## src/rtl/uart_word_tx.sv

```systemverilog
// rtl/uart_word_tx.sv - serialise a WIDTH-bit word into bytes for a uart transmit core
//
// Purpose: accepts one word from a valid/ready producer and sends it as WIDTH/8
// consecutive bytes. Each byte is started with a one-cycle transmit pulse to the
// uart core. The block then follows the core's is_transmitting flag to pace the
// bytes.
//
// Ports:
//   clk, rst          clock (shared with the uart core), synchronous active-high reset
//   in_valid/in_ready word handshake; in_word is sampled on the accept cycle only
//   transmit, tx_byte start pulse and byte to the uart core
//   is_transmitting   uart core busy flag
//   busy              high from the cycle after accept until done
//   done              one-cycle pulse after the last byte's stop bit
module uart_word_tx #(
  parameter int WIDTH     = 64,
  parameter bit MSB_FIRST = 1'b1
) (
  input  logic             clk,
  input  logic             rst,
  input  logic             in_valid,
  output logic             in_ready,
  input  logic [WIDTH-1:0] in_word,
  output logic             transmit,
  output logic [7:0]       tx_byte,
  input  logic             is_transmitting,
  output logic             busy,
  output logic             done
);

  localparam int NBYTES = WIDTH / 8;
  // One spare bit so the count can hold NBYTES itself for every legal WIDTH.
  localparam int CW     = $clog2(NBYTES) + 1;

  typedef enum logic [2:0] {
    IDLE,
    ARM,
    PULSE,
    WAIT_START,
    WAIT_DONE,
    FIN
  } state_t;

  state_t           state_q, state_d;
  logic [WIDTH-1:0] shreg_q, shreg_d;
  logic [CW-1:0]    count_q, count_d;
  logic             transmit_q, transmit_d;
  logic [7:0]       tx_byte_q, tx_byte_d;
  logic             busy_q, busy_d;
  logic             done_q, done_d;

  logic [7:0]       cur_byte;
  logic [CW-1:0]    count_dec;

  // The byte to send always sits at the send-side end of the shift register.
  assign cur_byte  = MSB_FIRST ? shreg_q[WIDTH-1 -: 8] : shreg_q[7:0];
  assign count_dec = count_q - CW'(1);

  assign in_ready = (state_q == IDLE) && !rst;
  assign transmit = transmit_q;
  assign tx_byte  = tx_byte_q;
  assign busy     = busy_q;
  assign done     = done_q;

  always_comb begin
    state_d    = state_q;
    shreg_d    = shreg_q;
    count_d    = count_q;
    tx_byte_d  = tx_byte_q;
    busy_d     = busy_q;
    transmit_d = 1'b0;
    done_d     = 1'b0;

    case (state_q)
      IDLE: begin
        if (in_valid && in_ready) begin
          shreg_d = in_word;
          count_d = CW'(NBYTES);
          busy_d  = 1'b1;
          state_d = ARM;
        end
      end
      ARM: begin
        // tx_byte is loaded here so it is already stable when transmit rises.
        tx_byte_d = cur_byte;
        if (!is_transmitting) begin
          transmit_d = 1'b1;
          state_d    = PULSE;
        end
      end
      PULSE: begin
        state_d = WAIT_START;
      end
      WAIT_START: begin
        if (is_transmitting) begin
          state_d = WAIT_DONE;
        end
      end
      WAIT_DONE: begin
        if (!is_transmitting) begin
          shreg_d = MSB_FIRST ? (shreg_q << 8) : (shreg_q >> 8);
          count_d = count_dec;
          if (count_dec == '0) begin
            done_d  = 1'b1;
            busy_d  = 1'b0;
            state_d = FIN;
          end else begin
            state_d = ARM;
          end
        end
      end
      FIN: begin
        state_d = IDLE;
      end
      default: begin
        state_d = IDLE;
      end
    endcase
  end

  always_ff @(posedge clk) begin
    if (rst) begin
      state_q    <= IDLE;
      shreg_q    <= '0;
      count_q    <= '0;
      transmit_q <= 1'b0;
      tx_byte_q  <= 8'h00;
      busy_q     <= 1'b0;
      done_q     <= 1'b0;
    end else begin
      state_q    <= state_d;
      shreg_q    <= shreg_d;
      count_q    <= count_d;
      transmit_q <= transmit_d;
      tx_byte_q  <= tx_byte_d;
      busy_q     <= busy_d;
      done_q     <= done_d;
    end
  end

endmodule

```

## config.mk

```make
export PLATFORM = sky130hd
export DESIGN_NAME = uart_word_tx
export DESIGN_NICKNAME = d
export VERILOG_FILES = /design/src/rtl/uart_word_tx.sv
export SDC_FILE = /design/constraint.sdc
export NUM_CORES = 1
export LEC_CHECK = 0
export BUFFER_PORTS_ARGS = -buffer_cell sky130_fd_sc_hd__buf_2
export CAP_MARGIN = 20
export CORE_AREA = 2 2 85 87
export CTS_BUF_LIST = sky130_fd_sc_hd__clkbuf_16
export DETAILED_ROUTE_END_ITERATION = 8
export DIE_AREA = 0 0 87 89
export GPL_TIMING_DRIVEN = 0
export MAX_ROUTING_LAYER = met4
export PLACE_DENSITY = 0.77
export SLEW_MARGIN = 15
export SYNTH_ARGS = -nofsm -noshare
export SYNTH_HDL_FRONTEND = slang
export SYNTH_SLANG_ARGS = --single-unit
```

## constraint.sdc

```tcl
create_clock -name clk -period 1.9 [get_ports clk]
set_input_delay 0.095 -clock clk [delete_from_list [all_inputs] [get_ports clk]]
set_output_delay 0.095 -clock clk [all_outputs]
set_load 0.01 [all_outputs]
```

[Yosys cells after proc, flatten, opt, wreduce, memory -nomap -nowiden]
Cells that the tools add are included.
Storage, ports and cells
  bits in registers: 82
  latch bits: 0
  bits in writable memories: 0
  memory bits (read-only): 0
  bits of input ports: 68
  output and inout port bits: 12
  logic and storage cells: 48
  memories kept: 0
Operators by class
  $add $sub $neg: 1
  multiply operators: 0
  divide/modulo/power cells: 0
  order comparisons: 0
  eq/ne operators: 9
  shifts and indexed selects: 0
  multiplexer cells: 18
  bitwise gates (word level): 2
  reduce and logical (&&, ||, !) cells: 11
Operators with widths (count)
  $mux 64: 2
  $pmux 64 s2: 1
  $mux 3: 5
  $pmux 3 s5: 1
  $mux 4: 2
  $ne 2x2->1 const B: 4
  $pmux 4 s2: 1
  $reduce_and 4->1: 2
  $eq 3x2->1 const B: 2
  $mux 1: 5
  $logic_not 4->1: 1
  $sub 4x1->4 const B: 1
  $eq 3x1->1 const B: 1
  $eq 3x3->1 const B: 1
  $logic_not 3->1: 1
  $reduce_and 3->1: 1
  $reduce_or 3->1: 1
  $logic_and 1x1->1: 2
  $ne 2x1->1 const B: 1
  $not 1->1: 2
  $pmux 1 s2: 1
  $reduce_bool 2->1: 1
  $reduce_or 2->1: 1
  $logic_not 1->1: 1

[Logic depth before layout (Yosys ltp)]
Gate-level depths: netlist of the first run.
  depth in word-level cells: 5
  mapped depth: 8
  mapped depth without buffers: 5

[Worst setup path after synthesis of the first run]
OpenSTA, ideal clock, no wires.
  path kind: reg2reg
  from: register state_q[0]
  to: register shreg_q[12]
  setup time: 0.147 ns
  data arrival time: 1.550 ns
  data required time: 1.753 ns
  slack: 0.203 ns
  stages on the path, launching flop included: 8
  buffers on the path: 4
  clock period less this slack: 1.697 ns
  cells stage by stage: dfxtp_1 buf_2 nor4_4 a21o_1 buf_2 buf_6 buf_2 a311oi_2
Between the ends
  word-level cells in the longest chain between the ends: 5
  elaborated cells between the ends (all ways): 9
  those cells by class: eq/ne (3); mux (1); reduce/logical (5)
RTL lines
  start: declaration: line 44  | state_t state_q, state_d;
  start signal: assignment: line 131  | state_q <= state_d;
  $logic_not 3->1: line 59  | assign in_ready = (state_q == IDLE) && !rst;
  $logic_and 1x1->1: line 59
  named net in_ready: line 22  | output logic in_ready,
  $logic_and 1x1->1: line 76  | if (in_valid && in_ready) begin
  $ne 2x1->1 (no source line)
  $reduce_and 3->1 (no source line)
  end signal: assignment: line 132  | shreg_q <= shreg_d;
  end: declaration: line 45  | logic [WIDTH-1:0] shreg_q, shreg_d;
The timed path passes the listed nets, and every way through them passes these cells.
A chain may end at the register's enable or synchronous reset.

[Worst setup path after layout of the first run]
  from: register state_q[1]
  to: register shreg_q[61]
Between the ends
  word-level cells in the longest chain between the ends: 5
  elaborated cells between the ends (all ways): 9
  those cells by class: eq/ne (3); mux (1); reduce/logical (5)
RTL lines (line)
  $logic_not 3->1: 59, 74
  $logic_and 1x1->1: 59
  $logic_and 1x1->1: 76
  $ne 2x1->1 (no source line)
  $reduce_and 3->1 (no source line)
Several ways; a longest one is shown, not always the timed one.

==> out/metrics.yaml, run 1 <==
yosys.area.top_type: "dfxtp_1"
clk_pin_slew_worst_paths_ns: 0.06
wl_um: 8882
max_freq_ghz: 0.5534
synth-edff-count: 0
post-route-period-util_pct: 95.11
endpoint_kind: "flop"
start_util_pct: 53.97
rows: 30
yosys-top-cells-count: "nand2_1, dfxtp_1, nor2_1"
syn_area_mm2: 0.003626
pwr-share-seq_pct: 47.0
hold_viol_final: 0
crit_path_max_fanout: 10
dp_cells: 585
cts_tree: "built"
finalWorstSetupSlack_ns: 0.09290
relSlewSlack_pct: 51.01
hp-class: "in2reg"
critPathBufInv: 4
ys_seq_elements: 82
crit_chain: "buf_2 -> nor4_4 -> a21o_1 -> buf_6 -> buf_8 -> buf_8 -> nor2_1 -> a311oi_2"
cap_violations: 0
irDropWorstVdd_uv: 570.5
die_h_um: 89
core_area_mm2: 0.006719
fin_hold_ws_ns: 0.006928
layout-drive-gt1-share_pct: 27.20
cts_max_level: 3
period_needed_ns: 1.807
syn_avg_cell_area_um2: 8.492
dp_worst_setup_slack_ns: -0.1118
crit_family: "buffers and inverters"
powerDensity_mw_per_mm2: 925.8
grt_antenna_before_repair: 0
synth_fp_nets: 497
port_buffers: 78
numCtsBuffers: 9
worstMarginPinSlew_ns: 0.7349
grt_pass1_wl_um: 14520
rsz0062_at_grt: "yes"
cts_hold_buf: 0
outcome: "completed"
instances_no_fill: 602
fin_nets: 587
setup_viol: 0
crit_arrival_ns: 2.05
async_flop_share_pct: 0
synth_top_area_share_pct: 45.27
postSynthCellCount: 427
clock-sinks: 82
crit_top_cell: "buf_8"
areaGrowthSynthToFinish_pct: 22.81
crit_required_ns: 2.14
pwr-share-clk_pct: 37.3
routedWlPerCell_um: 14.75
root_buffer: "clkbuf_16"
first_global_vias: 3156
netlist-cell-type-count: 34
final_core_util_pct: 66.28
hpwl_um: 6480
swShare_pct: 26.75
ys_warn_count: 0
p_total_mw: 4.123
clockBufferDepth: 2
drt-initial-drc-count: 176
post-route-drc-count: 0
yosysSeqAreaShare_pct: 45.27
slowest_delay_ns: 0.32
dieArea_mm2: 0.007743
p_leak_nw: 1.794
grt_max_degree: 14
p_int_mw: 3.020
synth_area_leaders: "dfxtp_1, nand2_1, a311oi_1, a311oi_2, nor2_1"
via_count: 3349
vias_per_cell: 5.563
track_usage_pct: 24.69
start_kind: "flop"
power_frac_comb_pct: 15.8
synth_ff_type: "dfxtp_1"
io-pin-count: 80
grt_overflow_total: 0
die_w_um: 87
insertion_delay_ns: 0.33
ant_nets: 0
yosysMostFrequentCell: "nand2_1"
critical-path-slowest-cell: "dfxtp_1"
p_switching_mw: 1.103
place.gp.congestion: 0.8405
crit_type: "reg2reg"
fin_worst_skew_ns: 0.006969
first_pass_iters: 4
slew_viol_final: 0
antenna_cells: 0
stage by stage:
stage               TNS [ns]  instance area [um2]
floorplan                  0                 3626
global placement     -0.5333                 4116
detailed placement    -1.212                 4116
CTS                        0                 4379
global route        -0.01852                 4453
finish                     0                 4453
sequential cells by signal, summed over array words and instances, names as in the netlist:
| register | cells |
|---|---|
| tx_byte | 8 |
| state_q | 3 |
| transmit | 1 |
| count_q | 4 |
| shreg_q | 64 |
| done | 1 |
| busy | 1 |
power groups by stage:
stage / registers, mW / logic (mW) / clock network (mW)
3_5_place_dp: 1.97 / 0.618 / 0
2_1_floorplan: 1.96 / 0.443 / 0
4_1_cts: 1.94 / 0.623 / 1.56
3_3_place_gp: 1.97 / 0.607 / 0
5_1_grt: 1.95 / 0.725 / 1.64
6_report: 1.94 / 0.650 / 1.54
what timing repair did:
item	CTS	global route
endpoints found under the hold margin	0	0
pin swaps	0	3
setup buffers	0	1
gates cloned	0	1
setup endpoints to repair	20	54
resized for setup	3	14
worst register-to-register path, stage by stage, from the launching register on:
cell	delay, ns
dfxtp_1	0.32
buf_2	0.20
nor4_4	0.31
a21o_1	0.19
buf_6	0.14
buf_8	0.12
buf_8	0.13
nor2_1	0.05
a311oi_2	0.26
kinds of logic after synthesis:
logic type	synth area share, %
flops	45.27
simple gates	23.36
compound gates	21.39
xor+xnor	0.7248
buf+inv	6.073
fa+ha+maj	0.6900
mux	2.485
layer usage:
layer	part of all wire, %	global-route usage (%)	vias to the layer above
li1	-	-	1675
met1	46	31.26	1575
met5	0	-	-
met3	4.5	3.878	14
met2	48	39.35	85
met4	1.9	10.51	0
final timing paths:
path,endpoint,start,slack (ns),cells past startpoint
hold reg to reg,shreg_q[35],shreg_q[27],0.47,2
hold / removal,shreg_q[5],in_word[5],0.007,3
setup / recovery,shreg_q[61],state_q[1],0.09,8
setup reg to reg,shreg_q[61],state_q[1],0.09,8
layout by cell type (no fill, tap or decap), types with 2 or more instances in the layout:
cell type / count
buf_6: 2
a311oi_2: 21
a21oi_1: 6
nand3b_1: 2
nor3_1: 7
clkinv_1: 3
clkbuf_2: 2
a22oi_1: 7
ha_1: 2
buf_4: 6
inv_1: 4
xnor2_1: 3
mux2i_1: 9
clkinv_2: 2
a311oi_1: 37
nand2_1: 113
nor2_1: 77
clkinvlp_4: 2
buf_8: 2
dfxtp_1: 82
buf_2: 88
clkbuf_4: 3
clkbuf_16: 10
clkbuf_1: 15
layout make-up:
cell class / instances / area (um2)
Fill cell: 573 / 2266
Multi-Input combinational cell: 300 / 1779
Sequential cell: 82 / 1642
Timing Repair Buffer: 80 / 422.9
Buffer: 40 / 232.7
Clock buffer: 9 / 225.2
Tap cell: 80 / 100.1
Clock inverter: 7 / 36.28
Inverter: 4 / 15.01
Power figures use the tool's default switching activity.
==> run 2, diff against run 1 <==
--- a/config.mk
+++ b/config.mk
@@ -7,13 +7,13 @@
 export LEC_CHECK = 0
 export BUFFER_PORTS_ARGS = -buffer_cell sky130_fd_sc_hd__buf_2
 export CAP_MARGIN = 20
-export CORE_AREA = 2 2 85 87
+export CORE_AREA = 2 2 70 106
 export CTS_BUF_LIST = sky130_fd_sc_hd__clkbuf_16
 export DETAILED_ROUTE_END_ITERATION = 8
-export DIE_AREA = 0 0 87 89
+export DIE_AREA = 0 0 72 108
 export GPL_TIMING_DRIVEN = 0
 export MAX_ROUTING_LAYER = met4
-export PLACE_DENSITY = 0.77
+export PLACE_DENSITY = 0.76
 export SLEW_MARGIN = 15
 export SYNTH_ARGS = -nofsm -noshare
 export SYNTH_HDL_FRONTEND = slang
==> constraint.sdc (replaced) <==
create_clock -name clk -period 1.9 [get_ports clk]
set_input_delay 0.095 -clock clk [delete_from_list [all_inputs] [get_ports clk]]
set_output_delay 0.095 -clock clk [all_outputs]
set_load 0.1 [all_outputs]
==> run 2 against run 1 <==
Net effect: first-iteration DRC count down 4.0%; clock-buffer cell count unchanged; sequential power about the same; non-clock buffer count down 2; flip-flop and latch count unchanged; fmax down 0.27%; largest power group unchanged; highest routed layer unchanged.
==> out/metrics.yaml, run 2 (synthesis results as in run 1) <==
die_w_um: 72  # -17%
worstMarginPinSlew_ns: 0.7928  # +0.05797 ns
first_pass_iters: 4  # unchanged
clockBufferDepth: 2  # unchanged
cts_max_level: 3  # unchanged
p_leak_nw: 1.814  # +1.1%
p_int_mw: 3.155  # +4.5%
instances_no_fill: 598  # -0.66%
setup_viol: 0  # unchanged
outcome: "completed"
dr.max_layer_used: "met4"
grt_antenna_before_repair: 0  # unchanged
relSlewSlack_pct: 47.14  # -3.9 points
irDropWorstVdd_uv: 585.2  # +2.6%
crit_path_max_fanout: 10  # unchanged
areaGrowthSynthToFinish_pct: 23.36
clock-sinks: 82  # unchanged
track_usage_pct: 26.19  # +1.5 points
root_buffer: "clkbuf_16"
start_util_pct: 53.28  # -0.68 points
vias_per_cell: 5.495  # -1.2%
numCtsBuffers: 9  # unchanged
swShare_pct: 27.77  # +1.0 points
slew_viol_final: 0  # unchanged
clk_pin_slew_worst_paths_ns: 0.06  # about the same
core_area_mm2: 0.006805  # +1.3%
crit_required_ns: 2.09  # -0.05 ns
final_cell_mix: "nand2_1, buf_2, dfxtp_1"
fin_worst_skew_ns: 0.007681  # +0.0007118 ns
num-fill-cells: 612  # +6.8%
endpoint_kind: "flop"
largest-register: "shreg_q"
routedWlPerCell_um: 15.18  # +2.9%
pwr-share-clk_pct: 38.8  # +1.5 points
powerDensity_mw_per_mm2: 976.6  # +5.5%
cap_violations: 0  # unchanged
p_switching_mw: 1.213  # +10%
final_core_util_pct: 65.73  # -0.55 points
final_common_cell: "nand2_1"
period_needed_ns: 1.812  # +0.004904 ns
first_global_vias: 3355  # +6.3%
rows: 37  # +23%
antenna_cells: 0  # unchanged
wl_met2_um: 4837  # +14%
grt_max_degree: 14  # unchanged
largest_reg_flops: 64  # unchanged
fin_nets: 585  # -0.34%
max_freq_ghz: 0.5519  # -0.27%
hp-class: "in2reg"
post-route-period-util_pct: 95.37  # +0.26 points
power_frac_comb_pct: 16.8  # +1.0 points
via_count: 3286  # -1.9%
post-route-drc-count: 0  # unchanged
finalWorstSetupSlack_ns: 0.08800  # -0.004904 ns
hpwl_um: 6881  # +6.2%
io-pin-count: 80  # unchanged
crit_arrival_ns: 2.00  # -0.05 ns
grt_overflow_total: 0  # unchanged
met3_length_um: 394  # -0.76%
rsz0062_at_grt: "yes"
dp_cells: 583  # -0.34%
place.gp.congestion: 0.8569  # +2.0%
cts_tree: "built"
grt_pass1_wl_um: 15310  # +5.5%
drt-met1-wl_um: 3601  # -12%
drt-initial-drc-count: 169  # -4.0%
ant_nets: 0  # unchanged
insertion_delay_ns: 0.34  # about the same
dp_worst_setup_slack_ns: -0.1368  # -0.02497 ns
crit_type: "reg2reg"
layout-drive-gt1-share_pct: 27.50  # +0.30 points
hold_viol_final: 0  # unchanged
dieArea_mm2: 0.007776  # +0.43%
port_buffers: 78  # unchanged
cts_setup_buffers: 0  # unchanged
p_total_mw: 4.368  # +6.0%
pwr-share-seq_pct: 44.4  # -2.6 points
start_kind: "flop"
wl_um: 9075  # +2.2%
postPlaceCellArea_mm2: 0.004144  # +0.67%
die_h_um: 108  # +21%
final_area_mm2: 0.004473  # +0.45%
## run 2: cell types whose count changed in the layout (fill, tap and decap cells not counted), sizes merged
cell,previous run,this run
buf,99,100
bufinv,0,1
clkbuf,30,27
clkinv,5,2
inv,4,6
## run 2: final timing paths
path / start / endpoint / slack [ns] / cells past startpoint
worst max-delay path: state_q[0] / shreg_q[13] / 0.09 / 6
worst min-delay path: in_word[3] / shreg_q[3] / 0.008 / 3
worst max register to register: state_q[0] / shreg_q[13] / 0.09 / 6
worst min register to register: shreg_q[23] / shreg_q[31] / 0.47 / 2
## run 2: critical path, stage by stage (launching register included)
cell,delay [ns]
dfxtp_1,0.33
clkbuf_4,0.20
or3b_2,0.55
buf_4,0.20
buf_4,0.18
nand2_1,0.09
a311oi_2,0.10
## run 2: layout make-up
type	count	area (um2)	area share [%]
Buffer	40	261.5	5.846
Clock buffer	9	225.2	5.035
Clock inverter	7	62.56	1.399
Inverter	4	15.01	0.3357
Multi-Input combinational cell	300	1779	39.78
Sequential cell	82	1642	36.70
Tap cell	78	97.59	2.182
Timing Repair Buffer	78	390.4	8.727
## run 2: per-stage QoR
step | hold WS, ns | TNS (ns)
global route | 0.02225 | 0
floorplan | 0.2558 | -35.84
detailed placement | 0.3559 | -1.292
CTS | 0.008029 | 0
finish | 0.007997 | 0
global placement | 0.3460 | -0.8185
## run 2: layer usage
| layer | up-vias | track usage, % |
|---|---|---|
| met5 | - | - |
| met4 | 0 | 11.05 |
| met3 | 17 | 6.244 |
| met2 | 92 | 46.10 |
| met1 | 1511 | 27.69 |
| li1 | 1666 | - |
## run 2: power groups by stage
stage	clock network [mW]	logic (mW)	registers, mW
finish	1.69	0.736	1.94
global route	1.78	0.812	1.95
CTS	1.70	0.727	1.94
detailed placement	0	0.723	1.97
global placement	0	0.705	1.97
floorplan	0	0.473	2.02
## run 2: repair_timing
action,4_1_cts,5_1_grt
gates cloned,0,0
endpoints found under the setup margin,20,39
hold buffers,0,0
gates resized for setup,3,18
==> run 3, diff against run 2 <==
--- a/config.mk
+++ b/config.mk
@@ -7,10 +7,10 @@
 export LEC_CHECK = 0
 export BUFFER_PORTS_ARGS = -buffer_cell sky130_fd_sc_hd__buf_2
 export CAP_MARGIN = 20
-export CORE_AREA = 2 2 70 106
+export CORE_AREA = 2 2 65 114
 export CTS_BUF_LIST = sky130_fd_sc_hd__clkbuf_16
 export DETAILED_ROUTE_END_ITERATION = 8
-export DIE_AREA = 0 0 72 108
+export DIE_AREA = 0 0 67 116
 export GPL_TIMING_DRIVEN = 0
 export MAX_ROUTING_LAYER = met4
 export PLACE_DENSITY = 0.76
==> constraint.sdc (replaced) <==
create_clock -name clk -period 1.7 [get_ports clk]
set_input_delay 0.085 -clock clk [delete_from_list [all_inputs] [get_ports clk]]
set_output_delay 0.085 -clock clk [all_outputs]
set_load 0.1 [all_outputs]
==> run 3 against run 2 <==
Net effect: the flow now finishes with violations (negative setup slack); clock-buffer cell count unchanged; sequential share of layout area decreased by 2.9 points; worst hold slack barely moved; cell count up 3.7%; non-clock buffer count grew 17; critical endpoint is now shreg_q[35].
==> out/metrics.yaml, run 3 (synthesis results as in run 1) <==
outcome: "finished with violations"
violations: "negative setup slack"
max_freq_ghz: 0.5703  # +3.3%
period_needed_ns: 1.753  # -0.05856 ns
slew_viol_final: 0  # unchanged
setup_viol: 16  # +16
crit_required_ns: 1.95  # -0.14 ns
cap_violations: 0  # unchanged
p_leak_nw: 1.980  # +9.1%
numCtsBuffers: 9  # unchanged
fin_nets: 602  # +2.9%
die_h_um: 116  # +7.4%
crit_path_max_fanout: 10  # unchanged
cts_max_level: 3  # unchanged
die_w_um: 67  # -6.9%
irDropWorstVdd_uv: 946.7  # +62%
final_core_util_pct: 71.47  # +5.7 points
crit_arrival_ns: 2.00  # about the same
dieArea_mm2: 0.007772  # about the same
fin_setup_tns_ns: -0.5148  # -0.5148 ns
largest-register: "shreg_q"
port_buffers: 78  # unchanged
layout-drive-gt1-share_pct: 32.65  # +5.1 points
clock-sinks: 82  # unchanged
fin_worst_skew_ns: 0.004669  # -0.003013 ns
crit_type: "reg2reg"
vias_per_cell: 5.602  # +1.9%
insertion_delay_ns: 0.34  # about the same
first_global_vias: 3389  # +1.0%
antenna_cells: 0  # unchanged
grt_pass1_wl_um: 15370  # +0.36%
gr-usage-met2_pct: 50.03  # +3.9 points
final_cell_mix: "nand2_1, buf_2, dfxtp_1"
place.gp.congestion: 0.8448  # -1.4%
worstMarginPinSlew_ns: 0.8427  # +0.04984 ns
post-route-drc-count: 0  # unchanged
rsz0062_at_grt: "yes"
grt_max_degree: 14  # unchanged
grt_antenna_before_repair: 0  # unchanged
start_kind: "flop"
first_pass_iters: 5  # +1
rows: 40  # +8.1%
root_buffer: "clkbuf_16"
fin_hold_ws_ns: 0.008278  # +0.0002805 ns
ant_nets: 0  # unchanged
hp-class: "in2reg"
dp_worst_setup_slack_ns: -0.3718  # -0.2351 ns
hpwl_um: 6962  # +1.2%
multi_input_area_mm2: 0.001839  # +3.4%
powerDensity_mw_per_mm2: 1040  # +6.5%
clockBufferDepth: 2  # unchanged
endpoint_kind: "flop"
routedWlPerCell_um: 16.47  # +8.5%
largest_reg_flops: 64  # unchanged
instances_no_fill: 620  # +3.7%
areaGrowthSynthToFinish_pct: 34.16
via_count: 3473  # +5.7%
clk_pin_slew_worst_paths_ns: 0.06  # about the same
start_util_pct: 53.27  # about the same
drt-initial-drc-count: 212  # +25%
num-fill-cells: 541  # -12%
use_met1_pct: 26.13  # -1.6 points
final_common_cell: "nand2_1"
grt_overflow_total: 0  # unchanged
relSlewSlack_pct: 43.82  # -3.3 points
ff_latch_area_mm2: 0.001644  # +0.15%
rrSetupSlack_ns: -0.05  # -0.14 ns
post-route-period-util_pct: 103.1  # +7.8 points
cts_tree: "built"
io-pin-count: 80  # unchanged
core_area_mm2: 0.006807  # about the same
top_usage_layer: "met2"
wl_um: 10210  # +12%
dp_cells: 589  # +1.0%
grt_util_met3_pct: 5.631  # -0.61 points
hold_viol_final: 0  # unchanged
track_usage_pct: 27.29  # +1.1 points
finalWorstSetupSlack_ns: -0.05344  # -0.1414 ns
## run 3: cell count changes in the layout (fill, tap and decap cells not counted), sizes merged
| cell | before | now |
|---|---|---|
| buf | 100 | 110 |
| dlygate4sd3 | 0 | 4 |
| clkbuf | 27 | 30 |
| clkinv | 2 | 3 |
| inv | 6 | 4 |
## run 3: path summary, 6_finish.rpt
check / cells past startpoint / start / endpoint
hold / removal: 3 / in_word[27] / shreg_q[27]
setup / recovery: 8 / state_q[2] / shreg_q[35]
setup reg to reg: 8 / state_q[2] / shreg_q[35]
hold reg to reg: 2 / shreg_q[28] / shreg_q[36]
## run 3: stage by stage
stage / power (mW) / cell area, um2
final: 5.061 / 4865
after global routing: 5.246 / 4865
after global placement: 2.988 / 4151
after detailed placement: 3.011 / 4151
after CTS: 4.952 / 4637
after floorplan: 2.790 / 3656
## run 3: metal layers
| layer | up-vias | share of wire (%) |
|---|---|---|
| li1 | 1700 | - |
| met1 | 1643 | 34 |
| met2 | 106 | 58 |
| met3 | 24 | 4.9 |
| met4 | 0 | 3.7 |
| met5 | - | 0 |
## run 3: worst max-delay path: stages (launching register included)
cell      delay (ns)
dfxtp_2         0.32
buf_6           0.13
nor4_4          0.31
a21o_1          0.19
buf_6           0.13
buf_4           0.13
buf_8           0.13
nor2_1          0.06
a311oi_1        0.25
## run 3: cell type report
| type | count | share of cell area [%] |
|---|---|---|
| multi-input combinational | 300 | 37.81 |
| sequential | 82 | 33.80 |
| timing repair buffer | 95 | 12.99 |
| buffer | 40 | 7.099 |
| clock buffer | 9 | 4.630 |
| tap | 84 | 2.160 |
| clock inverter | 6 | 1.209 |
| inverter | 4 | 0.3086 |
## run 3: what timing repair did
action | CTS | global route
cloned | 1 | 4
gates resized for setup | 32 | 37
hold buffers | 4 | 0
pin swaps | 1 | 34
setup endpoints to repair | 58 | 67
setup buffers | 5 | 3
hold endpoints to repair | 4 | 0
## run 3: report_power, final
group | internal [mW] | switching [mW]
clock | 1.12 | 0.775
combinational | 0.441 | 0.549
sequential | 2.08 | 0.0982
total | 3.64 | 1.42
